[src/rtl/decode_stage_if.sv]
// Decode-stage bundle: fetch inputs, writeback port, EX hazard info and registered decode outputs.
// The decode stage is the slave; the fetch/pipeline environment is the master.
interface decode_stage_if;
  logic        en;
  logic        flush;
  logic [31:0] instr_npc;
  logic [31:0] instruction;
  logic        branch_taken;
  logic        wb_wen;
  logic [4:0]  wb_wsel;
  logic [31:0] wb_wdat;
  logic        ex_memread;
  logic [4:0]  ex_wsel;
  logic        stall;
  logic        halt;
  logic [31:0] de_instr;
  logic [31:0] de_npc;
  logic        de_branch_taken;
  logic [31:0] de_rdat1;
  logic [31:0] de_rdat2;
  logic [31:0] de_imm;
  logic [4:0]  de_wsel;
  logic        de_regwen;
  logic        de_memread;
  logic        de_memwrite;
  logic        de_halt;

  modport master (
    output en, flush, instr_npc, instruction, branch_taken,
           wb_wen, wb_wsel, wb_wdat, ex_memread, ex_wsel,
    input  stall, halt, de_instr, de_npc, de_branch_taken, de_rdat1, de_rdat2,
           de_imm, de_wsel, de_regwen, de_memread, de_memwrite, de_halt
  );

  modport slave (
    input  en, flush, instr_npc, instruction, branch_taken,
           wb_wen, wb_wsel, wb_wdat, ex_memread, ex_wsel,
    output stall, halt, de_instr, de_npc, de_branch_taken, de_rdat1, de_rdat2,
           de_imm, de_wsel, de_regwen, de_memread, de_memwrite, de_halt
  );
endinterface

[src/rtl/decode_stage.sv]
// Pipeline decode stage: register file, immediate/control decode, load-use stall and halt FSM.
// Define WB_BYPASS_EN to forward same-cycle writeback data onto register reads.
module decode_stage #(
  parameter logic [5:0] HALT_OP = 6'b111111
) (
  input logic           CLK,
  input logic           nRST,
  decode_stage_if.slave bus
);

  typedef enum logic [1:0] {RUN, BUBBLE, HALTED} state_e;

  typedef struct packed {
    logic [31:0] instr;
    logic [31:0] npc;
    logic        branchTaken;
    logic [31:0] rdat1;
    logic [31:0] rdat2;
    logic [31:0] imm;
    logic [4:0]  wsel;
    logic        regwen;
    logic        memread;
    logic        memwrite;
    logic        halt;
  } deReg_t;

  localparam logic [5:0] OP_RTYPE = 6'h00;
  localparam logic [5:0] OP_J     = 6'h02;
  localparam logic [5:0] OP_JAL   = 6'h03;
  localparam logic [5:0] OP_BEQ   = 6'h04;
  localparam logic [5:0] OP_BNE   = 6'h05;
  localparam logic [5:0] OP_ANDI  = 6'h0C;
  localparam logic [5:0] OP_ORI   = 6'h0D;
  localparam logic [5:0] OP_XORI  = 6'h0E;
  localparam logic [5:0] OP_LUI   = 6'h0F;
  localparam logic [5:0] OP_LW    = 6'h23;
  localparam logic [5:0] OP_SW    = 6'h2B;
  localparam logic [5:0] FN_JR    = 6'h08;

  state_e      state_q, state_d;
  deReg_t      de_q, de_d;
  deReg_t      decoded;
  logic [31:0] rf_q [32];

  logic [5:0]  opcode, funct;
  logic [4:0]  rs, rt, rd;
  logic [15:0] imm;
  logic [31:0] rdat1, rdat2;
  logic        usesRt, hazard;

  assign opcode = bus.instruction[31:26];
  assign rs     = bus.instruction[25:21];
  assign rt     = bus.instruction[20:16];
  assign rd     = bus.instruction[15:11];
  assign funct  = bus.instruction[5:0];
  assign imm    = bus.instruction[15:0];

`ifdef WB_BYPASS_EN
  assign rdat1 = (bus.wb_wen && bus.wb_wsel != 5'd0 && bus.wb_wsel == rs) ? bus.wb_wdat : rf_q[rs];
  assign rdat2 = (bus.wb_wen && bus.wb_wsel != 5'd0 && bus.wb_wsel == rt) ? bus.wb_wdat : rf_q[rt];
`else
  assign rdat1 = rf_q[rs];
  assign rdat2 = rf_q[rt];
`endif

  // Only R-type, branches and stores consume rt as a source operand.
  assign usesRt = (opcode == OP_RTYPE) || (opcode == OP_BEQ) || (opcode == OP_BNE) || (opcode == OP_SW);
  assign hazard = bus.ex_memread && (bus.ex_wsel != 5'd0) &&
                  ((bus.ex_wsel == rs) || (usesRt && bus.ex_wsel == rt));

  always_comb begin
    decoded             = '0;
    decoded.instr       = bus.instruction;
    decoded.npc         = bus.instr_npc;
    decoded.branchTaken = bus.branch_taken;
    decoded.rdat1       = rdat1;
    decoded.rdat2       = rdat2;
    if (opcode == OP_ANDI || opcode == OP_ORI || opcode == OP_XORI)
      decoded.imm = {16'h0000, imm};
    else if (opcode == OP_LUI)
      decoded.imm = {imm, 16'h0000};
    else
      decoded.imm = {{16{imm[15]}}, imm};
    if (opcode == OP_RTYPE)
      decoded.wsel = rd;
    else if (opcode == OP_JAL)
      decoded.wsel = 5'd31;
    else
      decoded.wsel = rt;
    decoded.regwen = !((opcode == OP_SW) || (opcode == OP_BEQ) || (opcode == OP_BNE) ||
                       (opcode == OP_J) || (opcode == OP_RTYPE && funct == FN_JR) ||
                       (opcode == HALT_OP) || (bus.instruction == 32'd0));
    decoded.memread  = (opcode == OP_LW);
    decoded.memwrite = (opcode == OP_SW);
    decoded.halt     = (opcode == HALT_OP);
  end

  always_ff @(posedge CLK or negedge nRST) begin
    if (!nRST) state_q <= RUN;
    else       state_q <= state_d;
  end

  // Flush beats a hazard; HALTED is only left through reset.
  always_comb begin
    state_d = state_q;
    if (bus.en) begin
      case (state_q)
        RUN: begin
          if (bus.flush)        state_d = RUN;
          else if (hazard)      state_d = BUBBLE;
          else if (decoded.halt) state_d = HALTED;
          else                  state_d = RUN;
        end
        BUBBLE: begin
          if (bus.flush)        state_d = RUN;
          else if (decoded.halt) state_d = HALTED;
          else                  state_d = RUN;
        end
        default: state_d = HALTED;
      endcase
    end
  end

  always_comb begin
    de_d = de_q;
    if (bus.en) begin
      case (state_q)
        RUN:     de_d = (bus.flush || hazard) ? '0 : decoded;
        BUBBLE:  de_d = bus.flush ? '0 : decoded;
        default: de_d = '0;
      endcase
    end
    bus.halt  = (state_q == HALTED);
    bus.stall = nRST && (!bus.en || (state_q == HALTED) ||
                         (state_q == RUN && hazard && !bus.flush));
  end

  always_ff @(posedge CLK or negedge nRST) begin
    if (!nRST) de_q <= '0;
    else       de_q <= de_d;
  end

  always_ff @(posedge CLK or negedge nRST) begin
    if (!nRST) begin
      for (int i = 0; i < 32; i++) rf_q[i] <= '0;
    end else if (bus.wb_wen && bus.wb_wsel != 5'd0) begin
      rf_q[bus.wb_wsel] <= bus.wb_wdat;
    end
  end

  assign bus.de_instr        = de_q.instr;
  assign bus.de_npc          = de_q.npc;
  assign bus.de_branch_taken = de_q.branchTaken;
  assign bus.de_rdat1        = de_q.rdat1;
  assign bus.de_rdat2        = de_q.rdat2;
  assign bus.de_imm          = de_q.imm;
  assign bus.de_wsel         = de_q.wsel;
  assign bus.de_regwen       = de_q.regwen;
  assign bus.de_memread      = de_q.memread;
  assign bus.de_memwrite     = de_q.memwrite;
  assign bus.de_halt         = de_q.halt;

endmodule

[src/flat_wrapper.sv]
// flat-port wrapper written by rule: the top's interface ports become plain ports
module decode_stage_flat 
#(
  parameter logic [5:0] HALT_OP = 6'b111111
)
  (CLK, nRST, bus_en, bus_flush, bus_instr_npc, bus_instruction, bus_branch_taken, bus_wb_wen, bus_wb_wsel, bus_wb_wdat, bus_ex_memread, bus_ex_wsel, bus_stall, bus_halt, bus_de_instr, bus_de_npc, bus_de_branch_taken, bus_de_rdat1, bus_de_rdat2, bus_de_imm, bus_de_wsel, bus_de_regwen, bus_de_memread, bus_de_memwrite, bus_de_halt);
  decode_stage_if bus_i ();
  input logic CLK;
  input logic nRST;
  input wire logic [$bits(bus_i.en)-1:0] bus_en;
  input wire logic [$bits(bus_i.flush)-1:0] bus_flush;
  input wire logic [$bits(bus_i.instr_npc)-1:0] bus_instr_npc;
  input wire logic [$bits(bus_i.instruction)-1:0] bus_instruction;
  input wire logic [$bits(bus_i.branch_taken)-1:0] bus_branch_taken;
  input wire logic [$bits(bus_i.wb_wen)-1:0] bus_wb_wen;
  input wire logic [$bits(bus_i.wb_wsel)-1:0] bus_wb_wsel;
  input wire logic [$bits(bus_i.wb_wdat)-1:0] bus_wb_wdat;
  input wire logic [$bits(bus_i.ex_memread)-1:0] bus_ex_memread;
  input wire logic [$bits(bus_i.ex_wsel)-1:0] bus_ex_wsel;
  output wire logic [$bits(bus_i.stall)-1:0] bus_stall;
  output wire logic [$bits(bus_i.halt)-1:0] bus_halt;
  output wire logic [$bits(bus_i.de_instr)-1:0] bus_de_instr;
  output wire logic [$bits(bus_i.de_npc)-1:0] bus_de_npc;
  output wire logic [$bits(bus_i.de_branch_taken)-1:0] bus_de_branch_taken;
  output wire logic [$bits(bus_i.de_rdat1)-1:0] bus_de_rdat1;
  output wire logic [$bits(bus_i.de_rdat2)-1:0] bus_de_rdat2;
  output wire logic [$bits(bus_i.de_imm)-1:0] bus_de_imm;
  output wire logic [$bits(bus_i.de_wsel)-1:0] bus_de_wsel;
  output wire logic [$bits(bus_i.de_regwen)-1:0] bus_de_regwen;
  output wire logic [$bits(bus_i.de_memread)-1:0] bus_de_memread;
  output wire logic [$bits(bus_i.de_memwrite)-1:0] bus_de_memwrite;
  output wire logic [$bits(bus_i.de_halt)-1:0] bus_de_halt;
  assign bus_i.en = bus_en;
  assign bus_i.flush = bus_flush;
  assign bus_i.instr_npc = bus_instr_npc;
  assign bus_i.instruction = bus_instruction;
  assign bus_i.branch_taken = bus_branch_taken;
  assign bus_i.wb_wen = bus_wb_wen;
  assign bus_i.wb_wsel = bus_wb_wsel;
  assign bus_i.wb_wdat = bus_wb_wdat;
  assign bus_i.ex_memread = bus_ex_memread;
  assign bus_i.ex_wsel = bus_ex_wsel;
  assign bus_stall = bus_i.stall;
  assign bus_halt = bus_i.halt;
  assign bus_de_instr = bus_i.de_instr;
  assign bus_de_npc = bus_i.de_npc;
  assign bus_de_branch_taken = bus_i.de_branch_taken;
  assign bus_de_rdat1 = bus_i.de_rdat1;
  assign bus_de_rdat2 = bus_i.de_rdat2;
  assign bus_de_imm = bus_i.de_imm;
  assign bus_de_wsel = bus_i.de_wsel;
  assign bus_de_regwen = bus_i.de_regwen;
  assign bus_de_memread = bus_i.de_memread;
  assign bus_de_memwrite = bus_i.de_memwrite;
  assign bus_de_halt = bus_i.de_halt;
  decode_stage #(.HALT_OP(HALT_OP)) u_core (.CLK(CLK), .nRST(nRST), .bus(bus_i));
endmodule
[config.mk]
export PLATFORM = sky130hd
export DESIGN_NAME = decode_stage_flat
export DESIGN_NICKNAME = d
export VERILOG_FILES = /design/src/rtl/decode_stage_if.sv /design/src/rtl/decode_stage.sv /design/src/flat_wrapper.sv
export SDC_FILE = /design/constraint.sdc
export NUM_CORES = 2
export LEC_CHECK = 0
export CAP_MARGIN = 20
export CORE_UTILIZATION = 60
export CTS_BUF_LIST = sky130_fd_sc_hd__clkbuf_16
export DETAILED_ROUTE_END_ITERATION = 8
export HOLD_SLACK_MARGIN = 0.03
export PLACE_DENSITY = 0.79
export SLEW_MARGIN = 0
export SYNTH_ARGS = -nofsm -noshare
export SYNTH_HDL_FRONTEND = slang
export SYNTH_SLANG_ARGS = --single-unit
[constraint.sdc]
create_clock -name CLK -period 3.7 [get_ports CLK]
set_input_delay 1.11 -clock CLK [delete_from_list [all_inputs] [get_ports CLK]]
set_output_delay 1.11 -clock CLK [all_outputs]
set_load 0.01 [all_outputs]
Word level (Yosys, flattened, before mapping)
Index checks and enable logic that the tools add are counted.
{"block": "word_totals", "reg_bits": 1196, "in_bits": 113}
{"block": "classes", "order_cmp": 4, "eq_ne": 16, "n_mux": 21, "n_bitwise": 3, "reduce_logical": 32}
{"op": "$bwmux W1024", "n": 1}
{"op": "$mux W170", "n": 2}
{"op": "$pmux W170 S2", "n": 1}
{"op": "$bmux W32 S5", "n": 2}
{"op": "$mux W32", "n": 6}
{"op": "$demux W32 S5", "n": 1}
{"op": "$logic_not A32 Y1", "n": 1}
{"op": "$mux W31", "n": 1}
{"op": "$eq A6 B4 Y1 const B", "n": 5}
{"op": "$eq A6 B6 Y1 const B", "n": 3}
{"op": "$ge A6 B6 Y1 const B", "n": 3}
{"op": "$not A5 Y6", "n": 3}
{"op": "$logic_or A1 B1 Y1", "n": 15}
{"op": "$eq A6 B2 Y1 const B", "n": 2}
{"op": "$eq A6 B3 Y1 const B", "n": 2}
{"op": "$eq A5 B5 Y1", "n": 2}
{"op": "$mux W5", "n": 2}
{"op": "$reduce_bool A5 Y1", "n": 2}
{"op": "$logic_and A1 B1 Y1", "n": 9}
{"op": "$mux W2", "n": 4}
{"op": "$logic_not A6 Y1", "n": 1}
{"op": "$lt A6 B1 Y1 const B", "n": 1}
{"op": "$pmux W2 S2", "n": 1}
{"op": "$logic_not A1 Y1", "n": 3}
{"op": "3 further kinds", "n": 3}

Longest topological paths before layout
{"block": "depth", "ltp_word": 11, "mapped_depth": 10}

Least setup slack after synthesis
OpenSTA, ideal clock, no wires.
{"block": "synth_path", "kind": "input-to-output", "startpoint": "input bus_instruction[29]", "endpoint": "output bus_stall", "arrival_ns": 2.451, "required_ns": 2.590, "setup_slack_ns": 0.139, "cell_stages": 6, "n_path_buf": 1, "cell_sequence": "buf_2 or3_1 mux2i_1 nand4_1 a211o_1 a21boi_0"}
{"block": "synth_via", "elab_chain_len": 11, "word_cells_on_any_way": 14, "classes_between": "3 x eq/ne; 11 x reduce/logical"}
{"element": "start: declaration", "line": "flat_wrapper.sv:13", "rtl": "input wire logic [$bits(bus_i.instruction)-1:0] bus_instruction;"}
{"element": "$eq A6 B3 Y1 or $logic_not A6 Y1 (tied branches)", "line": "decode_stage.sv:67", "rtl": "assign usesRt = (opcode == OP_RTYPE) || (opcode == OP_BEQ) || (opcode == OP_BNE) || (opcode == OP_SW);"}
{"element": "$logic_or A1 B1 Y1 (2 in a row)", "line": "decode_stage.sv:67"}
{"element": "$logic_or A1 B1 Y1 (*)", "line": "decode_stage.sv:67"}
{"element": "$logic_and A1 B1 Y1 (*)", "line": "decode_stage.sv:69", "rtl": "((bus.ex_wsel == rs) || (usesRt && bus.ex_wsel == rt));"}
{"element": "$logic_or A1 B1 Y1 (*)", "line": "decode_stage.sv:69"}
{"element": "$logic_and A1 B1 Y1 (*)", "line": "decode_stage.sv:68", "rtl": "assign hazard = bus.ex_memread && (bus.ex_wsel != 5'd0) &&"}
{"element": "$logic_and A1 B1 Y1 (*) (2 in a row)", "line": "decode_stage.sv:135", "rtl": "(state_q == RUN && hazard && !bus.flush));"}
{"element": "$logic_or A1 B1 Y1 (*)", "line": "decode_stage.sv:134", "rtl": "bus.stall = nRST && (!bus.en || (state_q == HALTED) ||"}
{"element": "$logic_and A1 B1 Y1 (*)", "line": "decode_stage.sv:134"}
{"element": "end: declaration", "line": "flat_wrapper.sv:20", "rtl": "output wire logic [$bits(bus_i.stall)-1:0] bus_stall;"}
Every way passes the cells marked *; elsewhere a longest branch is shown, timed or not.

Worst setup path after layout
{"block": "layout_path", "startpoint": "input bus_ex_wsel[3]", "endpoint": "output bus_stall"}
{"block": "layout_via", "elab_chain_len": 8, "word_cells_on_any_way": 11, "classes_between": "2 x eq/ne; 9 x reduce/logical"}
{"element": "start: declaration", "line": "flat_wrapper.sv:19", "rtl": "input wire logic [$bits(bus_i.ex_wsel)-1:0] bus_ex_wsel;"}
{"element": "$eq A5 B5 Y1", "line": "decode_stage.sv:69"}
{"element": "$logic_and A1 B1 Y1", "line": "decode_stage.sv:69"}
{"element": "$logic_or A1 B1 Y1", "line": "decode_stage.sv:69"}
{"element": "$logic_and A1 B1 Y1 (*)", "line": "decode_stage.sv:68"}
{"element": "$logic_and A1 B1 Y1 (*) (2 in a row)", "line": "decode_stage.sv:135"}
{"element": "$logic_or A1 B1 Y1 (*)", "line": "decode_stage.sv:134"}
{"element": "$logic_and A1 B1 Y1 (*)", "line": "decode_stage.sv:134"}
Marked as above.

==> flow_summary.toml <==
[run_status]
status = "complete, but fails checks"
violations = "negative setup slack"

[global_route]
grt_max_degree = 190
grt_pass1_wl_mm = 288.5
grt.total_usage = 0.3819
antenna_found_initial = 12
grt_pass1_vias = 43000
grt_overflow = 0

[yosys]
synth_ff_type = "dfrtp_1"
syn-num-nets = 4334
synth-seq-area-share = 0.4896
yosys_warnings = 0
syn_area_mm2 = 0.06113
yosysTopAreaCell = "dfrtp_1"
avgSynthCellArea_um2 = 14.48
yosysTopAreaCellShare = 0.4896
syn_inst = 4221
synth.area.top_cells = "dfrtp_1 (49%), mux2_2 (20%), mux4_2 (15%), mux2i_1 (3.1%), clkbuf_1 (1.6%)"
yosysUniqueCellTypes = 54
synth-edff-count = 0
synth-async-reset-ratio = 1.000
ys_ff_latch = 1196

[setup_path]
cp_max_fo = 2
critPathKind = "input port to output port"
cpPeakStageDelay_ns = 0.37
critPathCaptureType = "output port"
cp_num_buf_inv = 2
cp_cell_sequence = "clkdlybuf4s15_1 > xor2_1 > nor4_2 > nand4_1 > a211o_1 > a21boi_2 > buf_2"
critical_path.top_delay_family = "compound AO/OA/AOI/OAI gates"
r2r_start = "u_core.state_q[0]$_DFFE_PN0P_"
critPathSlowestCell = "a211o_1"
worst-r2r-setup-slack_ns = 0.38
critPathArrivalTime_ns = 2.67
r2r_end = "u_core.bus.de_regwen$_DFFE_PN0P_"
critPathLaunchType = "input port"
required_ns = 2.59
r2r_cells = 18

[route]
drcViolationCount = 0
routed_via_density = 7.199
drt-pass1-iter-count = 5
wl_per_cell_um = 33.34
drtAntennaViolNets = 0
vias = 42590
drt-initial-drc-count = 5611
detail_route.wirelength_mm = 197.2

[final_layout]
syn2layout_area_growth_pct = 16.03
drive_gt1_frac = 0.4434
design_area_mm2 = 0.07094
nets = 4569
layout_common_cells = "dfrtp_1 (1196), mux2_2 (1073), mux4_2 (410)"
final_cells = 5916
final_util = 0.7053
final_common_cell = "dfrtp_1"
nFillCells = 6660

[clocking]
cts_hold_buf = 0
clock_path_buffers = 3
clk_latency_ns = 0.71
cts-root-buf = "clkbuf_16"
htreeDepth = 3
path_clk_slew_ns = 0.06
cts_tree = "yes"
clock-sinks = 1196
cts_made_buffers = 120

[floorplan]
initial_utilization = 0.6078
design.core.area_mm2 = 0.1006
io_pins = 285
dieArea_mm2 = 0.1032
rows = 116
die_w_um = 321.2
die_height_um = 321.2

[placement]
dp.cells = 5658
routabilityCongestion = 0.8493
dp_hpwl_mm = 116.4
io_buffers = 284
post_dp_cell_area_mm2 = 0.06674

[worst_hold_path]
hold_end = "u_core.rf_q[1002]$_DFFE_PN0P_"
min_from = "u_core.rf_q[1002]$_DFFE_PN0P_"
hold_path_depth = 0
hp-class = "register to register"

[power]
p_leak_uw = 0.03113
peakVddDrop_mv = 0.3902
power.density_mw_per_mm2 = 500.5

[timing]
setup_viol = 1
relSlewSlack = 0.2311
finalHoldViolations = 0
period_share = 1.020
drv_slew = 0
worst_pin_slew_ns = 1.151
fin_skew_ns = 0.02237
rsz0062_at_grt = "true"
min_period_ns = 3.775
max_freq_ghz = 0.2649
setup_ws_ns = -0.07534

[job]
drv_cap = 0
stage by stage:
stage	hold WS (ns)	TNS, ns	setup slack (ns)	power, uW
finish	0.3948	-0.07534	-0.07534	35510
CTS	0.3960	0	0.0005433	35450
detailed placement	0.3833	-0.8151	-0.8151	23680
global route	0.4080	-0.06315	-0.06315	36780
global placement	0.3764	-0.8026	-0.7977	23280
floorplan	0.4413	0	0.1387	21410
cell families after synthesis:
family | count (synthesis) | synth area share
DFF | 1196 | 0.4896
and+or+nand+nor | 394 | 0.03004
buffers and inverters | 489 | 0.03627
AOI/OAI and AO/OA | 445 | 0.05690
muxes | 1686 | 0.3857
xor gates and xnor gates | 11 | 0.001576
synthesized netlist by cell type, types with 3 or more instances:
library cell,number
dfrtp_1,1196
mux2_2,1073
mux4_2,410
clkbuf_1,253
mux2i_1,187
nand2_1,169
buf_2,117
nor2_1,81
a22o_1,70
o22ai_1,64
buf_1,61
nor2b_1,50
o2bb2ai_1,48
a32o_1,44
a21oi_1,43
a211oi_1,42
nor4_1,33
o221ai_1,26
a22oi_1,25
buf_4,22
a32oi_1,18
buf_6,16
a2111oi_0,14
inv_1,14
mux4_1,13
a221oi_1,12
nor3_1,11
nand3_1,9
o21ai_0,9
o32ai_1,9
xor2_1,9
a31oi_1,8
and3_1,8
nand2b_1,7
nand4_1,6
a21boi_0,5
a21o_1,5
nand3b_1,5
or2_2,5
clkinv_1,3
nor3b_1,3
flip-flops by register name (all words and copies together), names as in the netlist:
| name | cells |
|---|---|
| u_core.rf_q | 1024 |
| u_core.bus.de_rdat2 | 32 |
| u_core.bus.de_memread | 1 |
| u_core.bus.de_npc | 32 |
| u_core.state_q | 2 |
| u_core.bus.de_instr | 32 |
| u_core.bus.de_rdat1 | 32 |
| u_core.bus.de_imm | 32 |
| u_core.bus.de_memwrite | 1 |
| u_core.bus.de_halt | 1 |
| u_core.bus.de_regwen | 1 |
| u_core.bus.de_wsel | 5 |
| u_core.bus.de_branch_taken | 1 |
power by group:
| group | internal (uW) | leakage, uW | switching, uW | total (uW) |
|---|---|---|---|---|
| clock | 6590 | 0.00195 | 5250 | 11800 |
| combinational | 4080 | 0.0136 | 2770 | 6850 |
| sequential | 15200 | 0.0155 | 1610 | 16800 |
| total | 25900 | 0.0311 | 9640 | 35500 |
worst register-to-register path: stages (launching register included):
cell and delay, ns:
dfrtp_1 0.39, nand2b_1 0.18, a21oi_2 0.17, nand4_1 0.14, buf_4 0.17, buf_4 0.13
buf_4 0.12, buf_4 0.13, buf_4 0.12, buf_4 0.12, buf_4 0.12, buf_4 0.12
buf_4 0.13, buf_4 0.13, buf_4 0.12, buf_4 0.14, and4_4 0.28, clkbuf_16 0.25
a32o_1 0.26
what timing repair did:
item                       4_1_cts  5_1_grt
resized for setup               26       30
setup endpoints to repair        1      172
buffers inserted                25        1
pin swaps                        8       12
gates cloned                     0        9
worst max-delay path by stage:
stage / from / end / slack, ns / cells past startpoint
2_1_floorplan: bus_instruction[29] / bus_stall / 0.14 / 6
3_3_place_gp: bus_ex_wsel[2] / bus_stall / -0.80 / 7
3_5_place_dp: bus_ex_wsel[2] / bus_stall / -0.82 / 7
4_1_cts: bus_ex_wsel[1] / bus_stall / 0.0005 / 7
5_1_grt: bus_instruction[29] / bus_stall / -0.06 / 7
6_report: bus_ex_wsel[3] / bus_stall / -0.08 / 7
metal layers:
| layer | track usage | part of all wire | wire length [um] |
|---|---|---|---|
| met5 | 0.001891 | 0.00057 | 112 |
| met4 | 0.1835 | 0.055 | 10810 |
| met3 | 0.1041 | 0.12 | 23450 |
| met2 | 0.5664 | 0.45 | 87910 |
| met1 | 0.5255 | 0.38 | 74970 |
layout make-up:
cell class | count | area [um2] | share of cell area
antenna | 3 | 7.507 | 0.0001058
clock inverter | 101 | 723.2 | 0.01019
inverter | 18 | 75.07 | 0.001058
sequential | 1196 | 29930 | 0.4219
timing repair buffer | 583 | 6271 | 0.08840
tap | 1357 | 1698 | 0.02394
multi-input combinational | 2537 | 29210 | 0.4117
clock buffer | 121 | 3028 | 0.04268
(Power assumes the default switching activity.)
